==> src/rtl/stereo_serializer.sv <==
// rtl/stereo_serializer.sv - left-justified stereo serializer with a single-entry holding buffer
// Build option: define SERIALIZER_MUTE_ON_UNDERRUN_EN to send silence (L=R=0) on underrun frames
// instead of repeating the previous pair.
module stereo_serializer #(
  parameter int SAMPLE_WIDTH = 16,
  parameter int BCLK_DIV     = 4
) (
  input  logic                    clk,
  input  logic                    reset,
  input  logic [SAMPLE_WIDTH-1:0] in_L,
  input  logic [SAMPLE_WIDTH-1:0] in_R,
  input  logic                    in_ready,
  output logic                    bclk,
  output logic                    lrclk,
  output logic                    sdata,
  output logic                    sample_req,
  output logic                    overrun
);

  localparam int FRAME_W = 2 * SAMPLE_WIDTH;
  localparam int CNT_W   = $clog2(FRAME_W);
  localparam int DIV_W   = (BCLK_DIV > 1) ? $clog2(BCLK_DIV) : 1;

  localparam logic [CNT_W-1:0] BIT_LAST = CNT_W'(FRAME_W - 1);
  localparam logic [CNT_W-1:0] BIT_HALF = CNT_W'(SAMPLE_WIDTH);
  localparam logic [DIV_W-1:0] DIV_LAST = DIV_W'(BCLK_DIV - 1);

  logic [DIV_W-1:0]   div_cnt_q, div_cnt_d;
  logic               bclk_q, bclk_d;
  logic [CNT_W-1:0]   bit_cnt_q, bit_cnt_d;
  logic               lrclk_q, lrclk_d;
  logic               sdata_q, sdata_d;
  logic [FRAME_W-1:0] frame_q, frame_d;
  logic [FRAME_W-1:0] hold_q, hold_d;
  logic               hold_valid_q, hold_valid_d;
  logic               overrun_q, overrun_d;

  logic               div_wrap;
  logic               fall_event;
  logic               frame_load;
  logic [CNT_W-1:0]   bit_sel;

  // Bit-clock divider, bit counter, frame load and serial output selection.
  always_comb begin
    div_wrap   = (div_cnt_q == DIV_LAST);
    fall_event = div_wrap && bclk_q;
    frame_load = fall_event && (bit_cnt_q == BIT_LAST);

    div_cnt_d = div_wrap ? '0 : div_cnt_q + 1'b1;
    bclk_d    = div_wrap ? ~bclk_q : bclk_q;

    bit_cnt_d = bit_cnt_q;
    lrclk_d   = lrclk_q;
    sdata_d   = sdata_q;
    frame_d   = frame_q;
    bit_sel   = '0;

    if (fall_event) begin
      bit_cnt_d = (bit_cnt_q == BIT_LAST) ? '0 : bit_cnt_q + 1'b1;
    end

    // On underrun frame_q already holds the previous pair, so leaving it
    // untouched repeats it.
    if (frame_load) begin
      if (hold_valid_q) begin
        frame_d = hold_q;
      end else begin
`ifdef SERIALIZER_MUTE_ON_UNDERRUN_EN
        frame_d = '0;
`else
        frame_d = frame_q;
`endif
      end
    end

    // {L,R} is stored MSB first, so one index covers both slots and the
    // left MSB leaves on the same fall event that starts the frame.
    if (fall_event) begin
      bit_sel = BIT_LAST - bit_cnt_d;
      lrclk_d = (bit_cnt_d >= BIT_HALF);
      sdata_d = frame_d[bit_sel];
    end
  end

  // Holding buffer capture and sticky overrun; a load in the same cycle
  // frees the slot, so that capture is not an overwrite.
  always_comb begin
    hold_d       = hold_q;
    hold_valid_d = hold_valid_q;
    overrun_d    = overrun_q;

    if (frame_load) begin
      hold_valid_d = 1'b0;
    end

    if (in_ready) begin
      hold_d       = {in_L, in_R};
      hold_valid_d = 1'b1;
      if (hold_valid_q && !frame_load) begin
        overrun_d = 1'b1;
      end
    end
  end

  // State registers; reset clears every output immediately.
  always_ff @(posedge clk or posedge reset) begin
    if (reset) begin
      div_cnt_q    <= '0;
      bclk_q       <= 1'b0;
      bit_cnt_q    <= BIT_LAST;
      lrclk_q      <= 1'b0;
      sdata_q      <= 1'b0;
      frame_q      <= '0;
      hold_q       <= '0;
      hold_valid_q <= 1'b0;
      overrun_q    <= 1'b0;
    end else begin
      div_cnt_q    <= div_cnt_d;
      bclk_q       <= bclk_d;
      bit_cnt_q    <= bit_cnt_d;
      lrclk_q      <= lrclk_d;
      sdata_q      <= sdata_d;
      frame_q      <= frame_d;
      hold_q       <= hold_d;
      hold_valid_q <= hold_valid_d;
      overrun_q    <= overrun_d;
    end
  end

  assign bclk       = bclk_q;
  assign lrclk      = lrclk_q;
  assign sdata      = sdata_q;
  assign sample_req = frame_load;
  assign overrun    = overrun_q;

endmodule

==> config.mk <==
export PLATFORM = sky130hd
export DESIGN_NAME = stereo_serializer
export DESIGN_NICKNAME = d
export VERILOG_FILES = /design/src/rtl/stereo_serializer.sv
export SDC_FILE = /design/constraint.sdc
export NUM_CORES = 1
export LEC_CHECK = 0
export ABC_AREA = 1
export CAP_MARGIN = 10
export CELL_PAD_IN_SITES_DETAIL_PLACEMENT = 0
export CELL_PAD_IN_SITES_GLOBAL_PLACEMENT = 1
export CORE_MARGIN = 5
export CORE_UTILIZATION = 45
export DETAILED_ROUTE_END_ITERATION = 6
export PLACE_DENSITY = 0.86
export SLEW_MARGIN = 10
export SYNTH_ARGS = -nofsm -noshare
export SYNTH_HDL_FRONTEND = slang
export SYNTH_SLANG_ARGS = --single-unit
==> constraint.sdc <==
create_clock -name clk -period 3.6 [get_ports clk]
set_input_delay 0.36 -clock clk [delete_from_list [all_inputs] [get_ports clk]]
set_output_delay 0.36 -clock clk [all_outputs]
set_load 0.01 [all_outputs]
==> flow_summary_export.csv <==
group,metric,value,unit
outcome,status,"complete, no violations",
placement,pre_cts_slack,1.02,ns
sta,setup_viol,0,
synthesis,yosys_warnings,0,
sta,slew_viol_final,0,
synthesis,synth-xor-area-share,0,
clock_tree,post_cts_buffers,0,
die,core.rowCount,33,
die,ios,40,
sta,setup_slack,0.721,ns
placement,gp_congestion,0.781,
die,die-area,10300,sq um
placement,port_buffers,39,
setup_path,crit_type,"flip-flop to output port",
synthesis,syn_nets,537,
sta,max_clock_freq,347,MHz
clock_tree,hold_buffers,0,
detailed_routing,drcViolationCount,0,
pwr,p_leak,2.43,nW
final_layout,final_area,4430,sq um
sta,worst_pin_slew,0.975,ns
detailed_routing,viasPerCell,4.99,
clock_tree,numCtsBuffers,9,
global_routing,grt_max_degree,41,
clock_tree,path_clk_slew,0.08,ns
job,cap_viol_max_count,0,
global_routing,antenna_found_initial,0,
setup_path,cp-start-kind,"flip-flop",
sta,hold_ws,0.439,ns
detailed_routing,ant_nets,0,
final_layout,fillCellCount,838,
pwr,pwr-share-seq,0.499,
final_layout,layout_commonest_cell,"nand2_1",
pwr,pwr-share-comb,0.071,
final_layout,drive_gt1_frac,0.0746,
clock_tree,cts_resized,0,
final_layout,post-route-util,0.542,
final_layout,layout_common_cells,"nand2_1, dfrtp_1, nand3_1",
sta,fin_crit,2.88,ns
synthesis,synth_area_per_cell,7.52,sq um
synthesis,synth_area,3750,sq um
detailed_routing,wire_per_inst,12.8,microns
setup_path,end_kind,"output port",
clock_tree,cts_buffer_depth,2,
pwr,switching_share,0.214,
sta,finalCritPeriodShare,0.800,
final_layout,areaGrowthSynthToFinish,18.2,%
global_routing,grt_pass1_wl,14.5,mm
global_routing,grt_overflow,0,
sta,tns,0,ns
setup_path,cp.required,3.24,ns
synthesis,synth-compound-area-share,0.0287,
die,dieHeight,101,microns
clock_tree,insertion_delay,0.34,ns
synthesis,synth_mux_area_frac,0,
synthesis,syn_inst,498,
synthesis,ys_ff_latch,76,
die,initial_utilization,0.458,
final_layout,antenna_cells,0,
synthesis,synth_cell_types,24,
pwr,p_per_area,408,nW/um^2
clock_tree,cts_sinks,76,
pwr,ir_worst_vdd,0.213,mV
pwr,p_int,0.00142,W
setup_path,crit_fanout,20,
sta,hold_violations,0,
synthesis,synth_top_family_by_area,"simple AND/OR/NAND/NOR gates",
detailed_routing,wl,8.21,mm
synthesis,synth_simple_gate_area_frac,0.396,
sta,rsz0062_at_grt,"false",
die,die_x,101,microns
synthesis,synth_top_area_cell,"dfrtp_1",
setup_path,cp_data_arrival_time,2.52,ns
synthesis,ys_seq_area_frac,0.509,
detailed_routing,first_iter_violations,125,
clock_tree,htreeDepth,3,
clock_tree,cts_root_buf,"clkbuf_8",
global_routing,track_usage,0.178,
pwr,switchingPower,0.000386,W
placement,post_dp_cell_area,4190,sq um
global_routing,grt_pass1_vias,3082,
synthesis,synth_area_leaders,"dfrtp_1, nand2_1, nand3_1",
clock_tree,cts_tree,"done",
die,fp.coreArea,8180,sq um
synthesis,synthAdderAreaFrac,0.0134,
sta,max-slew-margin-rel,0.349,
synthesis,synth_top_area_share,0.474,
final_layout,nNetsFinal,571,
hold_path,hold_path.class,"flip-flop to flip-flop",
detailed_routing,dr.pass1.iters,4,
sta,finalClockSkew,0.00907,ns
placement,hpwlAfterDp,5.51,mm
detailed_routing,num_vias,3196,
pwr,power_frac_clock,0.430,
-- registers in the layout, indices dropped and copies added (netlist names) --
register      cells
overrun           1
bclk              1
lrclk             1
frame_q          32
hold_valid_q      1
bit_cnt_q         5
div_cnt_q         2
sdata             1
hold_q           32
-- kinds of logic after synthesis --
kind of cell | after synthesis
adders and majority gates | 4
buffers and inverters | 40
AOI/OAI and AO/OA | 18
and+or+nand+nor | 360
DFF | 76
-- layout make-up --
type,count,area [sq um],share of cell area
clock buffers,10,138,0.0311
clock inverters,5,100,0.0226
inverters,17,66.3,0.0150
multi-input cells,382,1640,0.371
flip-flops and latches,76,1910,0.431
well taps,105,131,0.0297
repair buffers,46,443,0.100
-- routing by layer --
| metal | vias up | part of all wire | track usage |
|---|---|---|---|
| li1 | 1634 | - | - |
| met1 | 1504 | 0.50 | 0.254 |
| met2 | 51 | 0.46 | 0.272 |
| met3 | 7 | 0.030 | 0.0296 |
| met4 | 0 | 0.013 | 0.0675 |
| met5 | - | 0 | 0 |
-- worst max-delay path, cell delays in order, from the launching register on --
cell and delay (ns):
dfstp_2 0.58, ha_1 0.20, nand2_1 0.07, nor2_1 0.14
ha_1 0.19, inv_1 0.09, nor2_8 0.29, clkdlybuf4s50_1 0.61
-- power by group through the flow --
stage          Combinational (W)  Clock, W  Sequential, W
6_report                0.000128  0.000777       0.000902
5_1_grt                 0.000150  0.000834       0.000906
4_1_cts                 0.000133  0.000798       0.000902
3_5_place_dp            0.000132         0       0.000919
3_3_place_gp            0.000131         0       0.000917
2_1_floorplan          0.0000740         0       0.000914
-- metrics by stage --
step	total power, W	cells
2_1_floorplan	0.000988	498
3_3_place_gp	0.00105	626
3_5_place_dp	0.00105	626
4_1_cts	0.00183	641
5_1_grt	0.00189	641
6_report	0.00181	641
-- final timing paths --
check	start	endpoint	slack, ns	depth (start not counted)
max	bit_cnt_q[0]	sample_req	0.72	7
min	div_cnt_q[0]	div_cnt_q[0]	0.44	1
max reg2reg	bit_cnt_q[0]	sdata	0.97	15
min reg2reg	div_cnt_q[0]	div_cnt_q[0]	0.44	1
max in group asynchronous	reset	bit_cnt_q[3]	2.32	3
min in group asynchronous	reset	hold_q[17]	0.50	2
-- synth_stat cells, drive strengths merged --
| cell | instances |
|---|---|
| a21o | 1 |
| a31o | 1 |
| a31oi | 1 |
| buf | 14 |
| clkbuf | 9 |
| dfrtp | 71 |
| dfstp | 5 |
| ha | 4 |
| inv | 17 |
| nand2 | 287 |
| nand3 | 61 |
| nor2 | 9 |
| nor3 | 2 |
| o211ai | 4 |
| o21ai | 11 |
| or2 | 1 |
No activity file was read; power rests on OpenSTA's default activity.
